==> src/rtl/band_peak_meter_if.sv <==
// band_peak_meter_if
//   Sample stream from adc_converter into band_peak_meter.
//   sample_valid  source -> sink  sample present
//   sample_ready  sink -> source  sink accepts sample this cycle
//   freq_label    source -> sink  0=low 1=mid 2=high 3=none
//   amp_in        source -> sink  sample amplitude (AMP_W bits)
//   modports: master (sample source), slave (band_peak_meter)
interface band_peak_meter_if #(
    parameter int AMP_W = 4
);
    logic             sample_valid;
    logic             sample_ready;
    logic [1:0]       freq_label;
    logic [AMP_W-1:0] amp_in;

    modport master (
        output sample_valid,
        output freq_label,
        output amp_in,
        input  sample_ready
    );

    modport slave (
        input  sample_valid,
        input  freq_label,
        input  amp_in,
        output sample_ready
    );
endinterface

==> src/rtl/band_peak_meter.sv <==
// band_peak_meter
//   Per-band (low/mid/high) peak-hold / linear-decay level meter with a
//   registered 16-LED bar for one selected band.
//   Build option: define PEAK_METER_DOT_EN for dot-mode bar (only bit L-1
//   set); undefined gives thermometer bar (bits [L-1:0] set). Bit 15 is
//   always the overload flag.
// Ports
//   clk       in   rising-edge clock
//   reset     in   asynchronous, active-low reset
//   enable    in   run meter; low returns to IDLE (levels frozen)
//   clear     in   pulse: zero all bands via a 3-cycle sweep
//   band_sel  in   band shown on led_bar (3 => blank bar)
//   smp       slave modport of band_peak_meter_if (sample handshake)
//   low_lvl / mid_lvl / high_lvl  out  level registers
//   overload  out  selected band level at full scale (registered)
//   led_bar   out  registered bar for band_sel
module band_peak_meter #(
    parameter int HOLD_CYCLES  = 8,
    parameter int DECAY_CYCLES = 4,
    parameter int AMP_W        = 4
) (
    input  logic                  clk,
    input  logic                  reset,
    input  logic                  enable,
    input  logic                  clear,
    input  logic [1:0]            band_sel,
    band_peak_meter_if.slave      smp,
    output logic [AMP_W-1:0]      low_lvl,
    output logic [AMP_W-1:0]      mid_lvl,
    output logic [AMP_W-1:0]      high_lvl,
    output logic                  overload,
    output logic [(2**AMP_W)-1:0] led_bar
);
    localparam int NUM_LEDS = 2 ** AMP_W;
    localparam int HW = $clog2(HOLD_CYCLES + 1);
    localparam int DW = (DECAY_CYCLES > 1) ? $clog2(DECAY_CYCLES) : 1;

    localparam logic [1:0] S_IDLE  = 2'd0;
    localparam logic [1:0] S_RUN   = 2'd1;
    localparam logic [1:0] S_CLEAR = 2'd2;

    logic [1:0]       state;
    logic [1:0]       clr_idx;
    logic [AMP_W-1:0] level [3];
    logic [HW-1:0]    hold  [3];
    logic [DW-1:0]    decay [3];

    logic                ready;
    logic                xfer;
    logic [AMP_W-1:0]    sel_lvl;
    logic                sel_ovl;
    logic [31:0]         sel_lvl_w;
    logic [NUM_LEDS-1:0] bar_next;

    assign ready            = (state == S_RUN) && !clear;
    assign smp.sample_ready = ready;
    assign xfer             = smp.sample_valid && ready;

    assign low_lvl  = level[0];
    assign mid_lvl  = level[1];
    assign high_lvl = level[2];

    always_comb begin
        sel_lvl = '0;
        case (band_sel)
            2'd0:    sel_lvl = level[0];
            2'd1:    sel_lvl = level[1];
            2'd2:    sel_lvl = level[2];
            default: sel_lvl = '0;
        endcase
    end

    // band_sel==3 forces level 0, so the blank bar falls out naturally.
    assign sel_ovl   = (band_sel != 2'd3) && (sel_lvl == '1);
    assign sel_lvl_w = 32'(sel_lvl);

    always_comb begin
        bar_next = '0;
        for (int unsigned i = 0; i < NUM_LEDS - 1; i++) begin
`ifdef PEAK_METER_DOT_EN
            bar_next[i] = (sel_lvl_w == i + 1);
`else
            bar_next[i] = (i < sel_lvl_w);
`endif
        end
        bar_next[NUM_LEDS-1] = sel_ovl;
    end

    always_ff @(posedge clk or negedge reset) begin
        if (!reset) begin
            state    <= S_IDLE;
            clr_idx  <= '0;
            led_bar  <= '0;
            overload <= 1'b0;
            for (int unsigned b = 0; b < 3; b++) begin
                level[b] <= '0;
                hold[b]  <= '0;
                decay[b] <= '0;
            end
        end else begin
            led_bar  <= bar_next;
            overload <= sel_ovl;

            case (state)
                S_IDLE: begin
                    if (enable) state <= S_RUN;
                end
                S_RUN: begin
                    if (clear) begin
                        state   <= S_CLEAR;
                        clr_idx <= '0;
                    end else if (!enable) begin
                        state <= S_IDLE;
                    end
                end
                S_CLEAR: begin
                    if (clr_idx == 2'd2) begin
                        clr_idx <= '0;
                        state   <= enable ? S_RUN : S_IDLE;
                    end else begin
                        clr_idx <= clr_idx + 2'd1;
                    end
                end
                default: state <= S_IDLE;
            endcase

            for (int unsigned b = 0; b < 3; b++) begin
                if (state == S_CLEAR) begin
                    // One band per sweep cycle; the others stay frozen.
                    if (clr_idx == b[1:0]) begin
                        level[b] <= '0;
                        hold[b]  <= '0;
                        decay[b] <= '0;
                    end
                end else if (state == S_RUN) begin
                    // Peak update has priority over the decay step.
                    if (xfer && smp.freq_label == b[1:0] && smp.amp_in >= level[b]) begin
                        level[b] <= smp.amp_in;
                        hold[b]  <= HW'(HOLD_CYCLES);
                        decay[b] <= '0;
                    end else if (level[b] == '0) begin
                        hold[b]  <= '0;
                        decay[b] <= '0;
                    end else if (hold[b] != '0) begin
                        hold[b] <= hold[b] - 1'b1;
                    end else if (decay[b] == DW'(DECAY_CYCLES - 1)) begin
                        decay[b] <= '0;
                        level[b] <= level[b] - 1'b1;
                    end else begin
                        decay[b] <= decay[b] + 1'b1;
                    end
                end
            end
        end
    end
endmodule
==> src/flat_wrapper.sv <==
// flat-port wrapper written by rule: the top's interface ports become plain ports
module band_peak_meter_flat 
#(
    parameter int HOLD_CYCLES  = 8,
    parameter int DECAY_CYCLES = 4,
    parameter int AMP_W        = 4
)
  (clk, reset, enable, clear, band_sel, low_lvl, mid_lvl, high_lvl, overload, led_bar, smp_sample_valid, smp_freq_label, smp_amp_in, smp_sample_ready);
  band_peak_meter_if #(.AMP_W(AMP_W)) smp_i ();
  input  logic clk;
  input  logic reset;
  input  logic enable;
  input  logic clear;
  input  logic [1:0] band_sel;
  output logic [AMP_W-1:0] low_lvl;
  output logic [AMP_W-1:0] mid_lvl;
  output logic [AMP_W-1:0] high_lvl;
  output logic overload;
  output logic [(2**AMP_W)-1:0] led_bar;
  input wire logic [$bits(smp_i.sample_valid)-1:0] smp_sample_valid;
  input wire logic [$bits(smp_i.freq_label)-1:0] smp_freq_label;
  input wire logic [$bits(smp_i.amp_in)-1:0] smp_amp_in;
  output wire logic [$bits(smp_i.sample_ready)-1:0] smp_sample_ready;
  assign smp_i.sample_valid = smp_sample_valid;
  assign smp_i.freq_label = smp_freq_label;
  assign smp_i.amp_in = smp_amp_in;
  assign smp_sample_ready = smp_i.sample_ready;
  band_peak_meter #(.HOLD_CYCLES(HOLD_CYCLES), .DECAY_CYCLES(DECAY_CYCLES), .AMP_W(AMP_W)) u_core (.clk(clk), .reset(reset), .enable(enable), .clear(clear), .band_sel(band_sel), .smp(smp_i), .low_lvl(low_lvl), .mid_lvl(mid_lvl), .high_lvl(high_lvl), .overload(overload), .led_bar(led_bar));
endmodule
==> config.mk <==
export PLATFORM = sky130hd
export DESIGN_NAME = band_peak_meter_flat
export DESIGN_NICKNAME = d
export VERILOG_FILES = /design/src/rtl/band_peak_meter_if.sv /design/src/rtl/band_peak_meter.sv /design/src/flat_wrapper.sv
export SDC_FILE = /design/constraint.sdc
export NUM_CORES = 1
export LEC_CHECK = 0
export CAP_MARGIN = 30
export CORE_AREA = 10 10 115 75
export DETAILED_ROUTE_END_ITERATION = 10
export DIE_AREA = 0 0 125 85
export HOLD_SLACK_MARGIN = 0.06
export PLACE_DENSITY = 0.85
export SETUP_SLACK_MARGIN = 0.15
export SKIP_LAST_GASP = 1
export SLEW_MARGIN = 15
export SYNTH_ARGS = -nofsm -noshare
export SYNTH_HDL_FRONTEND = slang
export SYNTH_SLANG_ARGS = --single-unit
==> constraint.sdc <==
create_clock -name clk -period 2.5 [get_ports clk]
set_input_delay 0.5 -clock clk [delete_from_list [all_inputs] [get_ports clk]]
set_output_delay 0.5 -clock clk [all_outputs]
set_load 0.1 [all_outputs]
After elaboration in Yosys (flattened, before gate mapping)
Index checks and enable logic that the tools add are counted.
Storage, ports and cells
  bits in registers: 51
  latch bits: 0
  bits in writable memories: 0
  bits in read-only memories: 0
  input port bits: 13
  output and inout port bits: 30
  logic and storage cells: 174
  memories kept: 0
Operators by class
  add/sub/neg operators: 10
  multipliers: 0
  divide/modulo/power cells: 0
  magnitude comparators: 18
  equal/unequal tests: 28
  shifts and indexed selects: 0
  muxes and demuxes: 67
  bitwise operators: 0
  reduce and logical (&&, ||, !) cells: 38
Operator list (number)
  2-to-1 mux 4 bit: 36
  2-to-1 mux 2 bit: 27
  less-than comparator 4 bit, first input constant: 7
  nonzero test 4 bit: 6
  subtractor 4 x 1 -> 4 bit, second input constant: 6
  AND reduction 3 bit: 7
  less-than comparator 3 x 4 -> 1 bit, first input constant: 4
  AND reduction 5 bit: 3
  equality test 2 bit, second input constant: 7
  greater-or-equal comparator 4 bit: 3
  logical NOT 4 bit: 3
  != test 3 x 2 -> 1 bit, second input constant: 4
  case mux 4 bit (3 select lines): 1
  logical AND 1 bit: 9
  nonzero test 3 bit: 3
  adder 2 x 1 -> 2 bit, second input constant: 4
  equality test 2 x 1 -> 1 bit, second input constant: 4
  logical NOT 2 bit: 4
  less-than comparator 1 x 4 -> 1 bit, first input constant: 2
  less-than comparator 2 x 4 -> 1 bit, first input constant: 2
  != test 2 bit, second input constant: 4
  != test 4 x 2 -> 1 bit, second input constant: 2
  != test 3 x 1 -> 1 bit, second input constant: 2
  case mux 2 bit (3 select lines): 1
  9 further kinds: 10

Depth between registers and ports, before layout
  depth in word-level cells: 8
  mapped depth: 9
  depth with buffers taken out: 8

Least setup slack after synthesis
Ideal clock, no wire load.
  kind: register to register
  from: register u_core.level, in the netlist u_core.mid_lvl[0]
  to: register u_core.hold[6] (netlist bit)
  library setup time: 0.101 ns
  arrival: 2.682 ns
  data required time: 2.399 ns
  path slack: -0.282 ns
  cell stages (with the launch flop): 7
  buffers on the path: 0
  period minus slack after synthesis: 2.782 ns
  cell sequence: dfrtp_1 ha_1 nand2b_4 a2111oi_4 nor3_2 or4_4 o311ai_2
On the way
  cells in the longest elaborated chain, start to end: 5
  elaborated cells between the ends (all ways): 9
  those cells by class: order compare: 1; mux: 4; reduce/logical: 4
RTL lines
  start, declared: line band_peak_meter.sv:44  | logic [AMP_W-1:0] level [3];
  start signal, assigned by index: line band_peak_meter.sv:138  | level[b] <= smp.amp_in;
  start signal, assigned by index: line band_peak_meter.sv:148  | level[b] <= level[b] - 1'b1;
  greater-or-equal comparator 4 bit or logical NOT 4 bit (tied branches): line band_peak_meter.sv:137, band_peak_meter.sv:141
  logical AND 1 bit or 2-to-1 mux 4 bit (tied branches): line band_peak_meter.sv:137, band_peak_meter.sv:141
  2-to-1 mux 4 bit: line band_peak_meter.sv:137  | if (xfer && smp.freq_label == b[1:0] && smp.amp_in >= level[b]) begin
  2-to-1 mux 4 bit: line band_peak_meter.sv:135  | end else if (state == S_RUN) begin
  2-to-1 mux 4 bit: line band_peak_meter.sv:128  | if (state == S_CLEAR) begin
  end signal, assigned by index: line band_peak_meter.sv:139  | hold[b] <= HW'(HOLD_CYCLES);
  end signal, assigned by index: line band_peak_meter.sv:145  | hold[b] <= hold[b] - 1'b1;
  end, declared: line band_peak_meter.sv:45  | logic [HW-1:0] hold [3];
Several ways; a longest one is shown, not always the timed one. The select of a mux whose other input is x is not followed.
A chain may end at the register's enable or synchronous reset.

Final worst setup path
Ends and elaborated chain as after synthesis.

==> key figures <==
Worst setup path
  – WP depth: 6
  – CP endpoint kind: register
  – Setup crit start: u_core.mid_lvl[0]$_DFFE_PN0P_
  – Buffer and inverter count on the worst path: 0
  – CP delay by family, top: simple AND/OR/NAND/NOR gates
  – Worst Path Required: 2.73 ns
  – Crit path max fanout: 7
  – Flop-to-flop setup slack: 0.22 ns
  – CP max stage delay: 0.56 ns
  – Worst path cell trace: ha_4 -> nand2b_4 -> a2111oi_4 -> nor3_2 -> or4_4 -> o311ai_2
  – Cells on worst reg2reg path: 6
  – Critical Path Slowest Stage Cell: or4_4
  – CP Launch Type: register
  – Reg2reg start: u_core.mid_lvl[0]$_DFFE_PN0P_
  – Reg-to-Reg End: u_core.hold[6]$_DFFE_PN0P_
  – Worst path arrival time: 2.51 ns
  – Crit Path Category: register to register

Route
  – Vias: 2,746
  – WL/cell: 17.3 um
  – Iteration-0 DRC count of the detailed router: 259
  – Remaining antenna violation count: 0
  – Wirelength, routed: 8.34 mm
  – Pre-antenna DRT Iters: 4
  – DR vias/cell: 5.69
  – DRC viols: 0

Cells and area
  – Antenna fix cells: 0
  – Nets: 438
  – Layout cells sized above 1: 0.295
  – Syn-to-layout area delta: 28.4%

Synth
  – Post-synth EDFFs: 0
  – Syn nets: 364
  – Post-synthesis sequential area ratio: 0.392
  – Synth async-reset ratio: 1.00
  – Cell taking the most area after synthesis: dfrtp_1
  – Ys flop type: dfrtp_1
  – Synthesized area: 3200 um2
  – Yosys cell types: 57
  – Mapped Cells: 321
  – Synth top area share: 0.392
  – Synthesized flop and latch total: 50
  – Synth Warn #: 0
  – Synth area leaders: dfrtp_1, ha_1, mux2i_1
  – Synthesized area per cell: 9.96 um2

Clocking
  – Clock Tree Root: clkbuf_8
  – CTS buffer count: 5
  – Clock slew seen by the registers of the worst setup and hold paths: 0.11 ns
  – Clk Latency, worst-skew pair: 0.33 ns
  – CTS Sinks: 50
  – H-tree levels: 2
  – CTS tree: built
  – Maximum clock path buffer count: 2

STA
  – Worst-margin pin slew: 0.693 ns
  – Endpoints failing setup: 0
  – Slew Viols, Final: 0
  – Final cycle utilization of the critical path: 0.912
  – Worst Skew: 0.0166 ns
  – Peak Freq: 0.438 GHz
  – Unrepaired setup endpoints after global routing: yes
  – Worst hold margin: 0.169 ns
  – Slew headroom: 0.537
  – Fin crit period: 2.28 ns
  – Final Hold Violating Endpoints: 0

Die
  – Height of the die: 85 um
  – Num ports: 43
  – Die width: 125 um
  – Core area: 6560 um2
  – Die area: 10,600 um2
  – Initial core utilization: 0.487
  – Placement Rows: 23

Global route
  – Congestion Overflow GR: 0
  – Vias in the first global route: 2,769
  – Total track usage: 0.154
  – First-pass GRT wire length: 13.8 mm
  – Pin count of the biggest net entering global routing: 28
  – Initial antenna violation count: 0

Min path
  – Type of the tightest min-delay check: primary input to async pin

Power
  – Power Density: 1400 nW/um2
  – Worst vdd ir: 1.03 mV
  – Leakage power total: 1.89 nW
  – Final Power: 5.74 mW

Placement
  – Input/output buffers: 42
  – HPWL Detailed: 6.39 mm
  – Placer Congestion: 0.894

Outcome
  – Status: finished clean

Run
  – Maxcap violations: 0
-- how the worst max path moves through the flow --
stage	to	slack (ns)
floorplan	u_core.hold[6]$_DFFE_PN0P_	0.14
global placement	u_core.high_lvl[1]$_DFFE_PN0P_	-0.55
CTS	u_core.hold[6]$_DFFE_PN0P_	0.16
detailed placement	u_core.high_lvl[1]$_DFFE_PN0P_	-0.64
global route	u_core.hold[6]$_DFFE_PN0P_	0.12
finish	u_core.hold[6]$_DFFE_PN0P_	0.22
-- routing by layer --
| layer | vias to the layer above | share of wire | global-route usage |
|---|---|---|---|
| met4 | 0 | 0.0047 | 0.0385 |
| met2 | 86 | 0.46 | 0.242 |
| met5 | - | 0 | 0 |
| met1 | 1339 | 0.48 | 0.211 |
| li1 | 1316 | - | - |
| met3 | 5 | 0.059 | 0.0311 |
-- cell usage in the layout (no fill, tap or decap), types with 3 or more instances in the layout --
cell / n
buf_4: 60
dfrtp_1: 38
inv_1: 29
ha_1: 27
nor2_1: 23
nand2_1: 17
mux2i_1: 16
o21ai_0: 14
o2bb2ai_1: 12
nor3_1: 10
a21oi_1: 9
dfrtp_2: 8
a21o_1: 7
and2_1: 7
clkdlybuf4s50_1: 7
nand2b_1: 6
or3_1: 6
a22o_1: 5
clkbuf_8: 5
mux2_2: 4
a2111oi_4: 4
nor3b_1: 4
o31ai_1: 4
a32oi_1: 4
nand3_1: 4
dfrtp_4: 4
o21a_1: 3
nand4_1: 3
buf_6: 3
-- power breakdown --
group | switching, mW | total [mW] | internal, mW | leakage, nW
logic | 2.52 | 3.83 | 1.30 | 1.24
registers | 0.257 | 1.39 | 1.13 | 0.604
clock network | 0.314 | 0.516 | 0.203 | 0.0447
total | 3.09 | 5.74 | 2.64 | 1.89
-- worst register-to-register path: stages (launching register included) --
cell and delay, ns:
dfrtp_4 0.54, ha_4 0.22, nand2b_4 0.14, a2111oi_4 0.35
nor3_2 0.11, or4_4 0.56, o311ai_2 0.27
-- timing repair --
item,CTS,global route
pin swaps,6,2
setup endpoints to repair,28,15
hold buffers,0,0
cloned,0,1
gates resized for setup,9,14
setup buffers,1,1
-- state kept, by name (all words and copies together), names as in the netlist --
| signal | flops |
|---|---|
| u_core.state | 2 |
| u_core.clr_idx | 2 |
| u_core.mid_lvl | 4 |
| u_core.hold | 12 |
| u_core.led_bar | 16 |
| u_core.high_lvl | 4 |
| u_core.decay | 6 |
| u_core.low_lvl | 4 |
-- area by class of cell --
| class | instances | area [um2] |
|---|---|---|
| multi-input combinational | 229 | 1860 |
| inverter | 32 | 126 |
| tap | 87 | 109 |
| timing repair buffer | 77 | 634 |
| clock inverter | 3 | 25.0 |
| fill | 544 | 2460 |
| clock buffer | 5 | 68.8 |
| sequential | 50 | 1280 |
-- cell families after synthesis --
logic type                 after synthesis  share of synthesized area
AOI/OAI and AO/OA                       78                      0.198
buffers and inverters                   43                     0.0556
adders and majority gates               30                      0.117
and+or+nand+nor                         98                      0.168
xor gates and xnor gates                 2                    0.00548
muxes                                   20                     0.0642
DFF                                     50                      0.392
-- synthesized netlist by cell type, drive strengths merged, types with 2 or more instances --
master,instances
o311ai,3
ha,30
and3,2
nand3,4
a32o,2
and2,7
or3,6
inv,32
a32oi,4
a21o,7
nor2b,2
o31ai,5
dfrtp,50
nand2b,7
a21oi,9
mux2i,16
nand2,17
buf,5
nor4,2
clkbuf,6
a2111oi,4
a22o,5
nand4,3
o21a,3
o22ai,2
nor3b,5
or2,2
o2bb2ai,12
or3b,3
o21ai,15
xnor2,2
o41ai,2
nor2,23
nor3,11
mux2,4
-- stage by stage --
step / TNS [ns] / utilization / area, um2 / setup WS [ns] / instances
2_1_floorplan: 0 / - / 3220 / 0.139 / 321
3_3_place_gp: -9.38 / 0.592 / 3890 / -0.552 / 472
4_1_cts: 0 / 0.613 / 4020 / 0.156 / 481
6_report: 0 / 0.625 / 4100 / 0.219 / 483
3_5_place_dp: -11.56 / 0.592 / 3890 / -0.641 / 472
5_1_grt: 0 / 0.625 / 4100 / 0.121 / 483
(Power assumes the default switching activity.)
